===== src/rtl/mips_fetch_pkg.sv =====
`default_nettype none
// ============================================================================
//  Module      : mips_fetch_pkg
//  Description : Shared constants and state encoding for the fetch stage.
//  Revision    : 1.0 - initial release
// ============================================================================
package mips_fetch_pkg;

    // Boot address of the instruction image
    localparam logic [31:0] MEM_START = 32'h8002_0000;

    // Instruction / address word width
    localparam int INSTR_W = 32;

    // Value presented on the instruction bus when nothing is valid
    localparam logic [31:0] NOP_INSTR = 32'h0000_0000;

    // Fetch sequencer states
    typedef enum logic [1:0] {
        REQ   = 2'd0,   // request issued, address presented
        WAIT  = 2'd1,   // waiting for memory to drop busy
        FULL  = 2'd2,   // buffer full, no request outstanding
        DRAIN = 2'd3    // wrong-path read outstanding, response discarded
    } fetch_state_t;

endpackage
`default_nettype wire


===== src/rtl/fetch_buffer.sv =====
`default_nettype none
// ============================================================================
//  Module      : fetch_buffer
//  Description : Small FIFO of {pc, instr} pairs between fetch and decode.
//                flush has priority over push and pop. o_free_next reports
//                whether a slot is free after this cycle's push/pop/flush.
//  Revision    : 1.0 - initial release
// ============================================================================
module fetch_buffer #(
    parameter int BUF_DEPTH = 2,
    parameter int DATA_W    = 32
) (
    input  logic              clk,
    input  logic              rst,
    input  logic              i_push,
    input  logic              i_pop,
    input  logic              i_flush,
    input  logic [DATA_W-1:0] i_push_pc,
    input  logic [DATA_W-1:0] i_push_instr,
    output logic [DATA_W-1:0] o_head_pc,
    output logic [DATA_W-1:0] o_head_instr,
    output logic              o_full,
    output logic              o_empty,
    output logic              o_free_next
);

    localparam int              c_AW    = (BUF_DEPTH > 1) ? $clog2(BUF_DEPTH) : 1;
    localparam logic [c_AW:0]   c_DEPTH = (c_AW+1)'(BUF_DEPTH);

    logic [DATA_W-1:0] r_pc_mem    [BUF_DEPTH];
    logic [DATA_W-1:0] r_instr_mem [BUF_DEPTH];
    logic [c_AW-1:0]   r_rd_ptr;
    logic [c_AW-1:0]   r_wr_ptr;
    logic [c_AW:0]     r_count;
    logic [c_AW:0]     w_count_next;
    logic              w_push_ok;
    logic              w_pop_ok;

    // A push into a full buffer is accepted only when the head leaves the same cycle
    assign w_push_ok = i_push && (!o_full || i_pop) && !i_flush;
    assign w_pop_ok  = i_pop && !o_empty && !i_flush;

    assign o_full       = (r_count == c_DEPTH);
    assign o_empty      = (r_count == '0);
    assign o_head_pc    = r_pc_mem[r_rd_ptr];
    assign o_head_instr = r_instr_mem[r_rd_ptr];
    assign o_free_next  = (w_count_next < c_DEPTH);

    // Occupancy after this cycle's operations
    always_comb begin
        w_count_next = r_count;
        if (i_flush) begin
            w_count_next = '0;
        end else if (w_push_ok && !w_pop_ok) begin
            w_count_next = r_count + 1'b1;
        end else if (w_pop_ok && !w_push_ok) begin
            w_count_next = r_count - 1'b1;
        end
    end

    // Entry storage; contents beyond the valid window are don't-care
    always_ff @(posedge clk) begin
        if (w_push_ok) begin
            r_pc_mem[r_wr_ptr]    <= i_push_pc;
            r_instr_mem[r_wr_ptr] <= i_push_instr;
        end
    end

    // Read/write pointers and occupancy (depth is a power of two, so pointers wrap)
    always_ff @(posedge clk) begin
        if (rst || i_flush) begin
            r_rd_ptr <= '0;
            r_wr_ptr <= '0;
            r_count  <= '0;
        end else begin
            if (w_push_ok) r_wr_ptr <= r_wr_ptr + 1'b1;
            if (w_pop_ok)  r_rd_ptr <= r_rd_ptr + 1'b1;
            r_count <= w_count_next;
        end
    end

endmodule
`default_nettype wire


===== src/rtl/fetch_unit.sv =====
`default_nettype none
// ============================================================================
//  Module      : fetch_unit
//  Description : Instruction fetch stage. Issues word reads over the memory
//                enable/busy handshake, buffers {pc, instr} pairs for decode
//                and handles execute-stage redirects by flushing wrong-path
//                work. Optional statistics counters are built when the macro
//                FETCH_STATS_EN is defined.
//  Revision    : 1.0 - initial release
// ============================================================================
module fetch_unit
    import mips_fetch_pkg::*;
#(
    parameter logic [31:0] RESET_PC  = MEM_START,
    parameter int          BUF_DEPTH = 2
) (
    input  logic        clock,
    input  logic        reset,
    input  logic        stall,
    input  logic        redirect,
    input  logic [31:0] redirect_pc,
    output logic [31:0] mem_address,
    output logic        mem_enable,
    output logic        mem_read_write,
    input  logic [31:0] mem_data_in,
    input  logic        mem_busy,
    output logic [31:0] instr_out,
    output logic [31:0] pc_out,
    output logic        instr_valid
`ifdef FETCH_STATS_EN
    ,
    output logic [31:0] fetch_count,
    output logic [15:0] flush_count
`endif
);

    fetch_state_t r_state;
    fetch_state_t w_state_next;
    logic [31:0]  r_fetch_pc;
    logic [31:0]  w_fetch_pc_next;
    logic [31:0]  r_mem_addr;
    logic [31:0]  w_target;
    logic [31:0]  w_head_pc;
    logic [31:0]  w_head_instr;
    logic         w_push;
    logic         w_pop;
    logic         w_full;
    logic         w_empty;
    logic         w_free_next;

    // Redirect targets are word aligned; low bits are dropped
    assign w_target = redirect_pc & ~32'h0000_0003;

    // A response landing in WAIT is captured unless a redirect kills it
    assign w_push      = (r_state == WAIT) && !mem_busy && !redirect;
    assign instr_valid = !w_empty && !reset;
    assign w_pop       = instr_valid && !stall && !redirect;

    fetch_buffer #(
        .BUF_DEPTH (BUF_DEPTH),
        .DATA_W    (INSTR_W)
    ) u_buffer (
        .clk          (clock),
        .rst          (reset),
        .i_push       (w_push),
        .i_pop        (w_pop),
        .i_flush      (redirect),
        .i_push_pc    (r_fetch_pc),
        .i_push_instr (mem_data_in),
        .o_head_pc    (w_head_pc),
        .o_head_instr (w_head_instr),
        .o_full       (w_full),
        .o_empty      (w_empty),
        .o_free_next  (w_free_next)
    );

    // Next state and next fetch PC; redirect overrides the normal flow
    always_comb begin
        w_state_next    = r_state;
        w_fetch_pc_next = r_fetch_pc;
        case (r_state)
            REQ:   w_state_next = WAIT;
            WAIT: begin
                if (!mem_busy) begin
                    w_fetch_pc_next = r_fetch_pc + 32'd4;
                    w_state_next    = w_free_next ? REQ : FULL;
                end
            end
            FULL:  if (w_pop || !w_full) w_state_next = REQ;
            DRAIN: if (!mem_busy) w_state_next = REQ;
            default: w_state_next = REQ;
        endcase
        if (redirect) begin
            w_fetch_pc_next = w_target;
            if ((r_state == WAIT || r_state == DRAIN) && mem_busy) begin
                w_state_next = DRAIN;
            end else begin
                w_state_next = REQ;
            end
        end
    end

    // State, fetch PC and the held memory address (frozen while draining)
    always_ff @(posedge clock) begin
        if (reset) begin
            r_state    <= REQ;
            r_fetch_pc <= RESET_PC;
            r_mem_addr <= RESET_PC;
        end else begin
            r_state    <= w_state_next;
            r_fetch_pc <= w_fetch_pc_next;
            if (w_state_next != DRAIN) begin
                r_mem_addr <= w_fetch_pc_next;
            end
        end
    end

    // Memory request and decode-facing outputs
    always_comb begin
        mem_enable     = !reset && (r_state != FULL);
        mem_address    = r_mem_addr;
        mem_read_write = 1'b1;
        pc_out         = instr_valid ? w_head_pc    : 32'h0;
        instr_out      = instr_valid ? w_head_instr : NOP_INSTR;
    end

`ifdef FETCH_STATS_EN
    logic [31:0] r_fetch_count;
    logic [15:0] r_flush_count;
    logic        w_discard;

    // A redirect discards work if the buffer holds entries or a read is outstanding
    assign w_discard = redirect && (!w_empty || r_state == WAIT || r_state == REQ);

    // Saturating capture and flush counters
    always_ff @(posedge clock) begin
        if (reset) begin
            r_fetch_count <= '0;
            r_flush_count <= '0;
        end else begin
            if (w_push && (r_fetch_count != '1)) r_fetch_count <= r_fetch_count + 1'b1;
            if (w_discard && (r_flush_count != '1)) r_flush_count <= r_flush_count + 1'b1;
        end
    end

    assign fetch_count = r_fetch_count;
    assign flush_count = r_flush_count;
`endif

endmodule
`default_nettype wire


===== config.mk =====
export PLATFORM = sky130hd
export DESIGN_NAME = fetch_unit
export DESIGN_NICKNAME = d
export VERILOG_FILES = /design/src/rtl/mips_fetch_pkg.sv /design/src/rtl/fetch_buffer.sv /design/src/rtl/fetch_unit.sv
export SDC_FILE = /design/constraint.sdc
export NUM_CORES = 1
export LEC_CHECK = 0
export ABC_AREA = 1
export CORE_ASPECT_RATIO = 0.8
export CORE_UTILIZATION = 25
export CTS_CLUSTER_DIAMETER = 60
export DETAILED_ROUTE_END_ITERATION = 10
export GPL_ROUTABILITY_DRIVEN = 1
export MAX_ROUTING_LAYER = met4
export PLACE_DENSITY = 0.43
export SYNTH_ARGS = -nofsm -noshare
export SYNTH_HDL_FRONTEND = slang
export SYNTH_HIERARCHICAL = 1
export SYNTH_SLANG_ARGS = --single-unit
export TNS_END_PERCENT = 30

===== constraint.sdc =====
create_clock -name clock -period 4.05 [get_ports clock]
set_clock_uncertainty 0.1 [all_clocks]
set_input_delay 0.405 -clock clock [delete_from_list [all_inputs] [get_ports clock]]
set_output_delay 0.405 -clock clock [all_outputs]
set_load 0.005 [all_outputs]

## After elaboration in Yosys (flattened, before gate mapping)

Memories as Yosys holds them, arrays and structs flattened. A register that Yosys moved wholly into a read port is not among the register bits.
Cells that the tools add are included.

| cells by class | value |
|---|---|
| reductions and logical operators | 26 |
| eq/ne operators | 6 |
| mux-type cells | 21 |
| order comparisons | 1 |
| add/sub/neg operators | 5 |

Operator list:

| operator | count |
|---|---|
| $mux 32 | 5 |
| $add 32x3->32 const B | 1 |
| $mux 2 | 9 |
| $logic_and 1x1->1 | 13 |
| $logic_not 1->1 | 8 |
| $pmux 2 s4 | 1 |
| $eq 2x2->1 const B | 3 |
| $mux 1 | 6 |
| $logic_not 2->1 | 2 |
| $ne 2x2->1 const B | 2 |
| $logic_or 1x1->1 | 3 |
| $add 1x1->1 const B | 2 |
| $add 2x1->2 const B | 1 |
| $eq 2x1->1 const B | 1 |
| $lt 2x2->1 const B | 1 |
| $sub 2x1->2 const B | 1 |

| storage, ports and cells | value |
|---|---|
| input bits | 69 |
| bits in writable memories | 128 |
| memories | 2 |
| output and inout port bits | 99 |
| register bits after elaboration | 70 |

Memory list:

| name | depth | bits a word | read ports | clocked after Yosys merged registers in | write ports | RTL line | RTL |
|---|---|---|---|---|---|---|---|
| u_buffer.r_instr_mem | 2 | 32 | 1 | 1 | 1 | fetch_buffer.sv:31 | `logic [DATA_W-1:0] r_instr_mem [BUF_DEPTH];` |
| u_buffer.r_pc_mem | 2 | 32 | 1 | 1 | 1 | fetch_buffer.sv:30 | `logic [DATA_W-1:0] r_pc_mem [BUF_DEPTH];` |

## Longest topological paths before layout

Gate-level depths: netlist of the first run.

| logic depth | value |
|---|---|
| word-level depth | 19 |
| depth in mapped cells | 24 |
| gate-level depth less buffers | 23 |

## Cells and area by module

The synthesis of the first run kept the hierarchy.

By module, submodules not included:

| module | area an instance (um2) | sequential area each (um2) | cells an instance | instances |
|---|---|---|---|---|
| fetch_buffer | 5222.5 | 3943.8 | 245 | 1 |
| fetch_unit | 4135.2 | 1321.3 | 705 | 1 |

## Worst setup path after synthesis of the first run

OpenSTA, ideal clock, no wires.

| path | value |
|---|---|
| path type | register -> register |
| from | register u_buffer.r_count[0] |
| to | memory u_buffer.r_instr_mem[0][0], enable pin |
| required time | 3.464 ns |
| path buffers | 0 |
| setup slack | -0.339 ns |
| stages on the path, launching flop included | 10 |
| setup time | 0.486 ns |
| clock period less this slack | 4.389 ns |
| arrival | 3.803 ns |
| path through | dfxtp_1 inv_1 ha_1 nor2_2 nand2_1 inv_1 inv_1 nand2_1 nand2_1 nor2_1 |

| between the ends | value |
|---|---|
| word-level cells in the longest chain between the ends | 10 |
| elaborated cells on any way between the ends | 12 |
| classes of those cells | eq/ne: 1; mux: 2; reduce/logical: 9 |

Ends and longest elaborated chain:

| element | RTL line | RTL |
|---|---|---|
| start, declared | fetch_buffer.sv:34 | `logic [c_AW:0] r_count;` |
| start signal, assigned | fetch_buffer.sv:78 | `r_count <= w_count_next;` |
| $logic_not 2->1 | fetch_buffer.sv:44 | `assign o_empty = (r_count == '0);` |
| net w_empty | fetch_unit.sv:48 | `logic w_empty;` |
| $logic_not 1->1 | fetch_unit.sv:56 | `assign instr_valid = !w_empty && !reset;` |
| $logic_and 1x1->1 | fetch_unit.sv:56 |  |
| net instr_valid | fetch_unit.sv:29 | `output logic instr_valid` |
| $logic_and 1x1->1 (2 in a row) | fetch_unit.sv:57 | `assign w_pop = instr_valid && !stall && !redirect;` |
| net w_pop | fetch_unit.sv:46 | `logic w_pop;` |
| $logic_or 1x1->1 | fetch_buffer.sv:40 | `assign w_push_ok = i_push && (!o_full \|\| i_pop) && !i_flush;` |
| $logic_and 1x1->1 (2 in a row) | fetch_buffer.sv:40 |  |
| $mux 1 | fetch_buffer.sv:63 | `if (w_push_ok) begin` |
| $mux 1 (not written as such) | fetch_buffer.sv:65 | `r_instr_mem[r_wr_ptr] <= i_push_instr;` |
| end, declared | fetch_buffer.sv:31 |  |

The timed path passes the listed nets, and every way through them passes these cells.

## Worst setup path after layout of the first run

| path | value |
|---|---|
| from | register u_buffer.r_count[0] |
| to | register r_mem_addr[25], in the netlist mem_address[25] |

| between the ends | value |
|---|---|
| word-level cells in the longest chain between the ends | 19 |
| elaborated cells on any way between the ends | 28 |
| classes of those cells | add/sub: 2; order compare: 1; eq/ne: 2; mux: 8; reduce/logical: 15 |

Ends and longest elaborated chain:

| element | RTL line | RTL |
|---|---|---|
| $logic_not 2->1 (*) | fetch_buffer.sv:44 |  |
| net w_empty | fetch_unit.sv:48 |  |
| $logic_not 1->1 (*) | fetch_unit.sv:56 |  |
| $logic_and 1x1->1 (*) | fetch_unit.sv:56 |  |
| $logic_and 1x1->1 (*) (2 in a row) | fetch_unit.sv:57 |  |
| net w_pop | fetch_unit.sv:46 |  |
| $logic_or 1x1->1 | fetch_buffer.sv:40 |  |
| $logic_and 1x1->1 (2 in a row) | fetch_buffer.sv:40 |  |
| [... 4 more ...] | - |  |
| $mux 2 (*) | fetch_buffer.sv:52 | `if (i_flush) begin` |
| $lt 2x2->1 (*) | fetch_buffer.sv:47 | `assign o_free_next = (w_count_next < c_DEPTH);` |
| net w_free_next | fetch_unit.sv:49 | `logic w_free_next;` |
| $mux 2 (*) | fetch_unit.sv:86 | `w_state_next = w_free_next ? REQ : FULL;` |
| $mux 2 (*) | fetch_unit.sv:84 | `if (!mem_busy) begin` |
| $pmux 2 s4 (*) | fetch_unit.sv:81 | `case (r_state)` |
| $mux 2 (*) | fetch_unit.sv:93 | `if (redirect) begin` |
| $ne 2x2->1 (*) | fetch_unit.sv:112 | `if (w_state_next != DRAIN) begin` |
| end signal, assigned | fetch_unit.sv:113 | `r_mem_addr <= w_fetch_pc_next;` |
| end, declared | fetch_unit.sv:41 | `logic [31:0] r_mem_addr;` |

Mark *: on every way through the listed nets, which the timed path passes. The rest lies on a longest branch.
A chain may end at the register's enable or synchronous reset.

==> results of run 1 <==
worst register-to-register path: stages (launching register included):
cell	delay, ns
sky130_fd_sc_hd__dfxtp_1	0.36
sky130_fd_sc_hd__inv_1	0.07
sky130_fd_sc_hd__ha_1	0.22
sky130_fd_sc_hd__nor2_2	0.17
sky130_fd_sc_hd__nand2_1	0.11
sky130_fd_sc_hd__inv_1	0.12
sky130_fd_sc_hd__inv_1	0.05
sky130_fd_sc_hd__nand2_1	0.09
sky130_fd_sc_hd__nand2_1	0.15
sky130_fd_sc_hd__ha_1	0.25
sky130_fd_sc_hd__nand2_1	0.07
sky130_fd_sc_hd__nand3_1	0.06
sky130_fd_sc_hd__nand2_1	0.08
sky130_fd_sc_hd__inv_1	0.04
sky130_fd_sc_hd__nand2_1	0.07
sky130_fd_sc_hd__nand3_2	0.09
sky130_fd_sc_hd__nand2_4	0.10
sky130_fd_sc_hd__nand2_4	0.15
sky130_fd_sc_hd__nand2_4	0.36
sky130_fd_sc_hd__nand3_1	0.24
sky130_fd_sc_hd__nand2_1	0.10
sky130_fd_sc_hd__inv_1	0.04
flip-flops by register name, summed over array words and instances, names as in the netlist, named ones only:
name	count
u_buffer/r_instr_mem	64
u_buffer/r_pc_mem	64
mem_address	32
r_fetch_pc	32
r_state	2
u_buffer/r_count	2
u_buffer/r_rd_ptr	1
u_buffer/r_wr_ptr	1
power by group through the flow:
stage / clock network [mW] / registers (mW) / logic, mW
after global placement: 0 / 2.29 / 0.292
after detailed placement: 0 / 2.29 / 0.293
after floorplan: 0 / 2.28 / 0.137
final: 1.70 / 2.25 / 0.291
after CTS: 1.77 / 2.25 / 0.296
after global routing: 1.83 / 2.25 / 0.324
cells in the mapped netlist:
library cell	number	area share, %
sky130_fd_sc_hd__inv_2	4	0.16
sky130_fd_sc_hd__mux2_4	60	9.6
sky130_fd_sc_hd__a31oi_4	1	0.23
sky130_fd_sc_hd__a21boi_0	1	0.080
sky130_fd_sc_hd__nand2_4	3	0.36
sky130_fd_sc_hd__a21oi_1	27	1.4
sky130_fd_sc_hd__nand4_1	4	0.27
sky130_fd_sc_hd__a21oi_4	1	0.17
sky130_fd_sc_hd__or2_2	5	0.33
sky130_fd_sc_hd__dfxtp_1	71	15
sky130_fd_sc_hd__o211ai_1	1	0.080
sky130_fd_sc_hd__conb_1	1	0.040
sky130_fd_sc_hd__buf_6	6	0.72
sky130_fd_sc_hd__buf_4	2	0.16
sky130_fd_sc_hd__nand3_1	72	3.9
sky130_fd_sc_hd__nand2_1	173	6.9
sky130_fd_sc_hd__o21ai_0	12	0.64
sky130_fd_sc_hd__nor2_2	5	0.33
sky130_fd_sc_hd__clkinv_1	1	0.040
sky130_fd_sc_hd__inv_1	152	6.1
sky130_fd_sc_hd__nor3b_1	1	0.080
sky130_fd_sc_hd__nor3_1	2	0.11
sky130_fd_sc_hd__buf_1	3	0.12
sky130_fd_sc_hd__ha_1	5	0.67
sky130_fd_sc_hd__nand3b_1	1	0.080
sky130_fd_sc_hd__xor2_1	3	0.28
sky130_fd_sc_hd__o21ai_1	10	0.53
sky130_fd_sc_hd__nand3_4	2	0.37
sky130_fd_sc_hd__edfxtp_1	128	41
sky130_fd_sc_hd__and2_1	4	0.27
sky130_fd_sc_hd__nor2_1	150	6.0
sky130_fd_sc_hd__xnor2_1	2	0.19
sky130_fd_sc_hd__nor2_4	2	0.24
sky130_fd_sc_hd__nand3_2	2	0.21
sky130_fd_sc_hd__mux2_2	4	0.48
sky130_fd_sc_hd__buf_2	1	0.053
sky130_fd_sc_hd__buf_12	6	1.3
sky130_fd_sc_hd__o21bai_1	7	0.56
sky130_fd_sc_hd__clkbuf_1	15	0.60
metrics by stage:
stage / util (%) / setup slack [ns]
after floorplan: - / 0.731
after global placement: 31.4 / 0.362
after detailed placement: 31.4 / 0.348
after CTS: 33.0 / 0.832
after global routing: 33.0 / 0.538
final: 33.0 / 0.872
layer usage:
layer  vias to the layer above  GRT usage (%)  part of all wire (%)  wire length, um
met3                        14           3.27                   4.9             1190
met2                       157           18.8                    41             9950
met5                         -              -                     0                0
met1                      3022           19.2                    53            13000
li1                       3360              -                     -                -
met4                         0           3.29                  0.91              222
area by class of cell:
type                       count  area, sq um
clock buffer                  18          439
sequential                   199         5270
multi-input combinational    561         3240
timing repair buffer         173         1750
inverter                     157          589
clock inverter                14          140
fill                        3759        24400
tap                          480          601
cells by family (layout without fill, tap and decap cells):
| group | after synthesis | after routing | synth area share, % |
|---|---|---|---|
| AO/OA/AOI/OAI | 60 | 60 | 3.74 |
| XOR/XNOR | 5 | 5 | 0.468 |
| adder cells (fa/ha/maj) | 5 | 5 | 0.669 |
| buffers and inverters | 190 | 362 | 9.24 |
| flip-flops | 199 | 199 | 56.3 |
| multiplexers | 64 | 64 | 10.1 |
| other | 1 | 1 | 0.0401 |
| AND/OR/NAND/NOR | 426 | 426 | 19.5 |
path summary, 6_finish.rpt:
kind                                                       start                                to  slack [ns]  cells past startpoint
worst max register to register  u_buffer/r_count[0]$_SDFFE_PP0P_      mem_address[25]$_SDFFE_PP0P_        0.87                     21
worst max-delay path            u_buffer/r_count[0]$_SDFFE_PP0P_      mem_address[25]$_SDFFE_PP0P_        0.87                     21
worst min-delay path            u_buffer/r_count[0]$_SDFFE_PP0P_  u_buffer/r_count[0]$_SDFFE_PP0P_        0.40                      2
worst min register to register  u_buffer/r_count[0]$_SDFFE_PP0P_  u_buffer/r_count[0]$_SDFFE_PP0P_        0.40                      2
==> results list, run 1 <==
* Placer's final routability congestion estimate: between 0.8 and 0.9
* Syn_area_per_cell: 9.85 sq um
- Seq/Total Area, Yosys: 56.3%
- The flow ran to the end, and the final reports show no timing, DRC or antenna violations.
- Number of hold buffers added after CTS: 0
- For this block, the via count after detailed routing is 6,553.
- Fraction of power spent switching nets: 23.8%
- Total congestion overflow: 0
- Relative slew margins: 65.9%
- The H-tree was split into 4 levels.
- The initial antenna violation count came to 0.
* Standard cell with the maximum stage delay on the critical path: sky130_fd_sc_hd__dfxtp_1
- Max Freq: 315 MHz
- First-pass detailed-route iteration total: 5
- Synth warnings: 6
- Cell repeated most along the worst path: sky130_fd_sc_hd__nand2_1
* Actual transition at the worst max-transition pin: 0.512 ns
- Cell count after synthesis: 950
- Number of global-route vias before repair: 6,582
- Share of final-layout standard cells stronger than drive strength 1: 11.9%
* Internal cell power: 3.23 mW
- CP Cell Sequence: inv_1, ha_1, nor2_2, nand2_1, inv_1, inv_1, nand2_1, nand2_1, ha_1, nand2_1, nand3_1, nand2_1, inv_1, nand2_1, nand3_2, nand2_4, nand2_4, nand2_4, nand3_1, nand2_1, inv_1
- Register bit count reported by yosys: 199
- The area growth from synthesis to layout is 28.5%.
* Number of failing hold endpoints at the final stage: 0
- In the routed layout, each cell is associated on average with a via count of 4.09.
- Worst slack on hold paths: 0.397 ns
- Count of non-filler cells in the finished layout: between 1,500 and 2,000
- Hold Path Class: reg2reg
* Critical path data arrival time: 3.43 ns
- Switching Power: 1.01 mW
* Unique cell type count in the Yosys netlist: 39
- Element type at the critical path end: register
- Post-CTS repair changed the size of 0 cells.
- Leaving out fill and tap cells, the most frequent cells in the layout are sky130_fd_sc_hd__nand2_1, sky130_fd_sc_hd__clkdlybuf4s50_1, sky130_fd_sc_hd__inv_1.
* Number of clock buffers inserted by TritonCTS: 17
- In this design, the largest share of critical-path delay is due to simple AND/OR/NAND/NOR gates.
* Total negative setup slack: 0 ns
* Buffers inserted by post-CTS timing repair: 0
- The final critical path takes up 78.5% of the cycle.
- Placement row count: 62
- Die boundary width: 218 um
- Portion of total power attributed to combinational logic: ~7%
* Leak pwr: a little under 5 nW
* Sum of internal, switching and leakage power: 4.24 mW
- Count of endpoints failing setup in the final report: 0
* Area post-placement: 11,400 sq um
* Total track usage: 13.4%
* Source-to-sink clock delay at the later pin of the worst-skew pair: 0.45 ns
- Number of ports placed on the die boundary: 168
* Total core area: 36,400 sq um
* Crit start category: register
- In this run, placement finished with an instance count of 1,570.
- For the worst setup path, the data required time is between 4 and 5 ns.
- Post-Route WL: 24,400 um
- Delay of the slowest cell on the worst path: between 0.3 and 0.4 ns
* # clock sinks: 199
- Count of buffer and inverter cells on the critical path: 5
* Net Count, Synth: 1,024
- Initial standard-cell utilization of the core: between 20 and 30%
- Count of maximum capacitance violations: 0
- Per-cell routed wire length: 15.2 um
- The tree is rooted in a sky130_fd_sc_hd__clkbuf_16.
* Largest fanout on the critical path: 34
* Max-slew violation total from the final report: 0
* Antenna cell count: 0
- Port Buf Inserts: ~160
- TritonCTS clock tree: yes
* Die height: 175 um
* Unrepaired setup endpoints after global routing: no
- Violation count after the first detailed-route iteration: 262
- For this run, the post-layout net count is ~1,200.
* Maximum vdd drop: 0.000225 V
- The die covers 38,200 sq um.
- Post-Synthesis Cell Area: approximately 9400 sq um
* Routed Antenna Nets: 0
- Leaving out fill and tap cells, the most frequent cell in the layout is sky130_fd_sc_hd__nand2_1.
- Entering global routing, the biggest net connects 65 pins.
- Clock power frac: 40.2%
* DRC violation count after routing: 0
- Wire length of the first global-routing pass: 37,600 um
- Critical path class: reg2reg
* Pwr dens: 353 nW/um^2
* Sequential Power Share: between 50% and 60%
- Number of buffers on the longest clock path: 2
- Summed over all nets, the half-perimeter wirelength after detailed placement is 16,900 um.
- Post-route cell area: 12,000 sq um
- After layout, the minimum clock period comes to 3.18 ns.
- After clock tree synthesis, the clock-pin slew on the worst setup and hold paths is about 0.080 ns.
No activity file was read; power rests on OpenSTA's default activity.
==> inputs of run 2 (changes only) <==
Clock period 4.05 ns to 2.5 ns, I/O delays scaled along.
==> run 2 against run 1 <==
- via count rose by 3.5%
- register-to-register slack got worse by 0.81 ns
- die area did not move
- highest routed layer unchanged
- worst hold slack got worse by 0.10 ns
==> results list, run 2 (synthesis gave the netlist of run 1 again) <==
- The run finished with clean final reports.
- For this configuration, the core starts out at a cell density of 25.7%.
- The HPWL after detailed placement is 18,000 um.
- Per-cell routed wire length: 15.3 um
* Antenna violations before repair: 0
* Pwr dens: 545 nW/um^2
- For hold timing, the worst endpoint is u_buffer/r_instr_mem[1][23]$_DFFE_PP_.
* Element type at the critical path end: register
- Number of fill cells in the layout: 3,717
- Number of failing hold endpoints at the final stage: 0
- Master cell of the clock root buffer: sky130_fd_sc_hd__clkbuf_16
* Number of global-route vias before repair: about 6,400
- Setup violations remaining at the end of the flow were counted as 0.
- Setup slack closes at 0.0612 ns.
- Leak pwr: 5.62 nW
- The die covers 38,200 sq um.
- Worst slack, placed: -0.402 ns
- After floorplanning, the core was sized to cover 36,400 sq um.
- In the final layout, the share of cells above drive strength 1 is 18.6%.
- The worst hold path belongs to the class in2reg.
- The tool flagged a number of max-cap violations equal to 0.
* Routed via count: 6,784
* Worst hold path stage count: 1
- Source of the worst register-to-register timing path: u_buffer/r_count[0]$_SDFFE_PP0P_
- Leaving out fill and tap cells, the most frequent cells in the layout are sky130_fd_sc_hd__nand2_1, sky130_fd_sc_hd__inv_1, sky130_fd_sc_hd__nor2_1.
- Global routing finished with a remaining overflow of 0.
* Number of clock buffers inserted by TritonCTS: 17
* Setup slack on the worst flop-to-flop path: 0.06 ns
- In this run the number of H-tree levels came out at 4.
* Total negative setup slack: 0 ns
- Number of ports placed on the die boundary: ~170
- The final layout contains 1,224 nets.
* Critical path required time: 2.75 ns
- # clock sinks: about 200
* Routed Antenna Nets: 0
* TritonCTS clock tree: yes
* Port Buf Inserts: 164
* Crit path time final: approximately 2.4 ns
* End of the worst register-to-register path: mem_address[29]$_SDFFE_PP0P_
* Maximum number of pins on one net before global-route repair: 39
- On the final layout, the worst hold slack is 0.294 ns.
- Max-slew violation total from the final report: 0
- Wire length of the first global-routing pass: 38,000 um
- Of all nets on the critical path, the largest fanout is 17.
* Maximum vdd drop: 0.000439 V
- Unrepaired setup endpoints after global routing: yes
- Worst-case reg-to-reg path depth: 21
- Top flop regs: u_buffer/r_instr_mem: 64 flops, u_buffer/r_pc_mem: 64 flops
- From left edge to right edge, the die measures 218 um.
* Critical path data arrival time: between 2 and 3 ns
- The library cell used most frequently in the layout, excluding fill and tap cells, is sky130_fd_sc_hd__nand2_1.
* Reg clk slew, reported paths: approximately 0.08 ns
* Multi-input logic area: 3420 sq um
- Placement row count: 62
* Violation count after the first detailed-route iteration: 324
- At the end of routability-driven placement, the weighted congestion stood at 0.776.
- First-pass detailed-route iteration total: 5
- The worst hold path begins at mem_data_in[23].
* Sum of internal, switching and leakage power: 6.89 mW
* Crit start category: register
- No sink is reached through more buffers than the 2 on the longest clock path.
- Post-Route WL: 25,100 um
* Mean number of vias per cell: 4.13
- The floorplan step set the die height to 175 um.
- Derived from the worst setup path, the maximum achievable clock frequency is 410 MHz.
- Critical path class: reg2reg
- Antenna cell count: 0
- In the finished design, the share of the clock period the worst path needs comes to 97.6%.
* Total track usage: 13.6%
- For this run, design rule violations remaining after detail routing come to 0.
* Startpoint of the most critical setup path: u_buffer/r_count[0]$_SDFFE_PP0P_
- Sequential Area: 5270 sq um
- Relative to the synthesized area, the layout overhead comes to 35.2%.
- For the worst-skew pair, the clock arrives at the later sink with an insertion delay of 0.44 ns.
-- run 2: changes by cell type in the layout (fill, tap and decap cells not counted), sizes merged --
cell,before,now
clkdlybuf4s50,164,101
clkinv,7,5
dlymetal6s2s,0,18
nand2,176,177
buf,9,49
clkbuf,18,20
dlygate4sd2,0,45
-- run 2: metal layers --
layer / GRT usage [%] / routed length [um] / vias up
li1: - / - / 3449
met1: 19.9 / 13200 / 3146
met2: 18.8 / 10500 / 171
met3: 2.84 / 1130 / 18
met4: 3.23 / 206 / 0
met5: - / 0 / -
-- run 2: layout make-up --
type / instances / share of cell area, %
multi-input combinational: 562 / 27.0
tap: 480 / 4.75
timing repair buffer: 213 / 17.4
inverter: 157 / 4.69
sequential: 199 / 41.7
clock buffer: 20 / 3.53
clock inverter: 12 / 0.930
-- run 2: worst max path at each step --
stage / to
2_1_floorplan: u_buffer/r_instr_mem[0][0]$_DFFE_PP_
3_3_place_gp: mem_address[26]$_SDFFE_PP0P_
3_5_place_dp: mem_address[29]$_SDFFE_PP0P_
4_1_cts: instr_out[20]
5_1_grt: mem_address[25]$_SDFFE_PP0P_
6_report: mem_address[29]$_SDFFE_PP0P_
-- run 2: critical path: stages, from the launching register on --
cell and delay, ns:
sky130_fd_sc_hd__dfxtp_2 0.34, sky130_fd_sc_hd__inv_2 0.05, sky130_fd_sc_hd__ha_4 0.16, sky130_fd_sc_hd__nor2_4 0.10, sky130_fd_sc_hd__nand2_2 0.07, sky130_fd_sc_hd__inv_2 0.08
sky130_fd_sc_hd__nand2_2 0.07, sky130_fd_sc_hd__nor2_4 0.14, sky130_fd_sc_hd__inv_2 0.06, sky130_fd_sc_hd__ha_4 0.17, sky130_fd_sc_hd__inv_2 0.05, sky130_fd_sc_hd__nand3_2 0.07
sky130_fd_sc_hd__nand2_2 0.08, sky130_fd_sc_hd__inv_2 0.03, sky130_fd_sc_hd__nand2_2 0.06, sky130_fd_sc_hd__nand3_2 0.07, sky130_fd_sc_hd__nand2_4 0.12, sky130_fd_sc_hd__nand2_8 0.10
sky130_fd_sc_hd__nand2_8 0.16, sky130_fd_sc_hd__nand3_1 0.11, sky130_fd_sc_hd__nand2_1 0.08, sky130_fd_sc_hd__inv_1 0.04
-- run 2: stage by stage --
step	instance area (sq um)	utilization, %	instances
after floorplan	9390	-	950
final	12600	34.8	1643
after detailed placement	11900	32.6	1606
after global routing	12600	34.8	1643
after global placement	11900	32.6	1606
after CTS	12500	34.2	1641
-- run 2: repair_timing --
action,CTS,global route
gates cloned,2,0
resized for setup,57,59
endpoints found under the setup margin,96,51
pin swaps,1,9
hold buffers,0,0
setup buffers,1,2
-- run 2: power breakdown --
part           switching (mW)  internal (mW)  total [mW]
registers              0.0796           3.56        3.64
clock network            1.29           1.42        2.71
logic                   0.255          0.277       0.532
==> inputs of run 3 (changes only) <==
==> constraint.sdc (replaced) <==
create_clock -name clock -period 2.5 [get_ports clock]
set_clock_uncertainty 0.1 [all_clocks]
set_input_delay 0.5 -clock clock [delete_from_list [all_inputs] [get_ports clock]]
set_output_delay 0.5 -clock clock [all_outputs]
set_load 0.005 [all_outputs]
==> run 3 against run 2 <==
- the run now ends with setup timing left
- wire length is 4.5% higher
- sequential cell count unchanged
- final area is 1.1% higher
- first-iteration DRC count grew 28%
- critical endpoint is now mem_address[30]$_SDFFE_PP0P_
==> results list, run 3 (synthesis gave the netlist of run 1 again) <==
- For this configuration, the core starts out at a cell density of 25.7%.
- The first TritonRoute pass finished after 4 iterations.
- Sum of internal, switching and leakage power: 6.94 mW
- Violations in the final reports: setup timing
- The largest registers in the layout are u_buffer/r_instr_mem: 64 flops, u_buffer/r_pc_mem: 64 flops.
- Number of global-route vias before repair: 6,409
* Crit start category: register
- Status: finished, violations left
- 0 antenna diodes ended up in the layout.
* CP Cell Sequence: inv_2, ha_4, nor2_4, buf_6, nand2_4, inv_4, nand2_4, nor2_4, inv_2, ha_4, a21oi_2, nand2_2, inv_1, nand2_1, nand3_2, nand2_4, nand2_8, clkbuf_16, nand3_1, nand2_1, inv_1, nand2_1, inv_1
- Destination of the worst hold path: u_buffer/r_pc_mem[0][1]$_DFFE_PP_
- The top cell types in the final layout, fill and taps aside, are sky130_fd_sc_hd__nand2_1, sky130_fd_sc_hd__nor2_1, sky130_fd_sc_hd__inv_1.
- Count of maximum capacitance violations: 0
- Using the TritonRoute via totals, the vias-per-cell ratio works out to approximately 4.1.
* Port Buf Inserts: 164
* Worst slack, placed: -0.700 ns
- The path class of the tightest hold or removal check is reg2reg.
- Per-cell routed wire length: 15.8 um
- Final period util: 102%
* Setup slack on the worst flop-to-flop path: -0.04 ns
- Start point of the worst hold path: r_fetch_pc[1]$_SDFF_PP0_
- TritonCTS clock tree: yes
- Max-slew violation total from the final report: 0
* Nets: 1,240
- After floorplanning, the core was divided into 62 placement rows.
- Detailed placement ended at an HPWL of 18,400 um.
- Total congestion overflow: 0
* Unrepaired setup endpoints after global routing: yes
- The filler cells instantiated in the layout total 3,749.
- The routed layout has 6,835 vias.
- Worst hold path stage count: 0
- The internal portion of the total power is about 5.3 mW.
- In this run, the number of DRC markers left after iteration 0 of detailed routing was 414.
- From synthesis to final layout, the design area changed by 36.6%.
* Pwr dens: 543 nW/um^2
* Critical path class: reg2reg
- Across the VDD grid, the largest voltage drop is 0.000344 V.
- Number of ports placed on the die boundary: 168
* Die boundary width: around 220 um
- At the worst endpoint, the required time is 2.75 ns.
- Count of endpoints failing setup in the final report: 25
- The floorplan step set the die height to 175 um.
- Post-Route WL: about 26,000 um
- Element type at the critical path end: register
* DRC violation count after routing: 0
- Delay of the slowest cell on the worst path: 0.34 ns
* Placer's final routability congestion estimate: 0.797
* Clock power frac: 39.7%
- The routed design could run at a clock period as short as 2.54 ns.
* Die footprint: 38,200 sq um
* Total track usage: 14.0%
- Clock-pin slew was measured on the worst setup and hold paths at 0.08 ns.
- Number of clock buffers inserted by TritonCTS: 17
* Source-to-sink clock delay at the later pin of the worst-skew pair: around 0.45 ns
- The post-route netlist has between 20% and 30% of its cells at a drive strength greater than 1.
- Number of buffers on the longest clock path: 2
* Post-layout util: between 30% and 40%
* Worst-case reg-to-reg path depth: 23
- The startpoint identified for the worst register-to-register timing path is u_buffer/r_count[0]$_SDFFE_PP0P_.
* Final WS setup: -0.0431 ns
- Maximum number of pins on one net before global-route repair: 35
- The slowest stage of the critical path is the sky130_fd_sc_hd__dfxtp_2 cell.
- Largest fanout on the critical path: 6
* Switching Power: 1.62 mW
* Critical path data arrival time: 2.79 ns
- The clock tree synthesis step divided the H-tree into 4 levels.
- Antenna violations before repair: 0
* Fraction of power spent switching nets: 23.4%
- Leaving out fill and tap cells, the most frequent cell in the layout is sky130_fd_sc_hd__nand2_1.
- Total core area: 36,400 sq um
- The analysis attributes to cell leakage a power of 5.32 nW.
- The first global-routing pass estimated 38,600 um of wire.
- # clock sinks: 199
- The worst register-to-register path ends at mem_address[30]$_SDFFE_PP0P_.
- The tree is rooted in a sky130_fd_sc_hd__clkbuf_16.
- The number of hold violations in the final report is 0.
- Per report_power, the combinational group accounts for 7.8% of the total.
- Based on the critical path, the design can be clocked at up to ~390 MHz.
* Routed Antenna Nets: 0
- Sequential Power Share: 52.5%
-- run 3: changes by cell type in the layout (fill, tap and decap cells not counted), moves of 9 or more --
cell and delta:
sky130_fd_sc_hd__buf_4 +9, sky130_fd_sc_hd__clkdlybuf4s15_2 +13, sky130_fd_sc_hd__dlymetal6s2s_1 -17, sky130_fd_sc_hd__dlygate4sd2_1 -35
sky130_fd_sc_hd__clkdlybuf4s15_1 +21, sky130_fd_sc_hd__clkbuf_2 +16
-- run 3: what timing repair did --
item	4_1_cts	5_1_grt
endpoints found under the setup margin	97	56
pin swaps	1	12
hold buffers	0	0
setup buffers	4	6
gates resized for setup	128	99
cloned	2	4
-- run 3: power by group through the flow --
stage	logic [mW]	registers [mW]	clock network (mW)
2_1_floorplan	0.225	3.69	0
3_3_place_gp	0.519	3.72	0
3_5_place_dp	0.523	3.72	0
4_1_cts	0.530	3.64	2.87
5_1_grt	0.596	3.65	2.99
6_report	0.542	3.64	2.75
-- run 3: how the worst max path moves through the flow --
stage | start | end | slack [ns]
after floorplan | mem_busy | u_buffer/r_instr_mem[0][0]$_DFFE_PP_ | -0.02
after global placement | reset | mem_address[16]$_SDFFE_PP0P_ | -0.64
after detailed placement | reset | mem_address[29]$_SDFFE_PP0P_ | -0.70
after CTS | register | pc_out[31] | -0.18
after global routing | u_buffer/r_count[0]$_SDFFE_PP0P_ | mem_address[24]$_SDFFE_PP0P_ | -0.19
final | u_buffer/r_count[0]$_SDFFE_PP0P_ | mem_address[30]$_SDFFE_PP0P_ | -0.04
-- run 3: per-stage QoR --
step | std cells | hold slack [ns] | cell area (sq um) | setup TNS, ns
2_1_floorplan | 950 | 0.326 | 9400 | -0.983
3_3_place_gp | 1611 | 0.382 | 11900 | -52.41
3_5_place_dp | 1611 | 0.386 | 11900 | -57.11
4_1_cts | 1649 | 0.406 | 12600 | -1.82
5_1_grt | 1659 | 0.429 | 12800 | -5.40
6_report | 1659 | 0.397 | 12800 | -0.441
-- run 3: critical path: cells and delay by family (launching register included) --
family	cells	cell delay, ns
AND/OR/NAND/NOR	12	0.98
buffers and inverters	8	0.60
flip-flops	1	0.34
adder cells (fa/ha/maj)	2	0.32
AO/OA/AOI/OAI	1	0.12
-- run 3: layer usage --
metal	track usage (%)	up-vias	wire, um
met2	19.1	171	10900
met1	20.5	3158	13800
met5	-	-	0
li1	-	3485	-
met3	2.77	21	1270
met4	4.17	0	296
-- run 3: final cells by class --
type                       instances  area, sq um  area share, %
clock buffer                      20          468           3.66
sequential                       199         5270           41.2
inverter                         157          606           4.74
multi-input combinational        563         3420           26.8
clock inverter                    12          113          0.881
timing repair buffer             228         2300           18.0
tap                              480          601           4.70
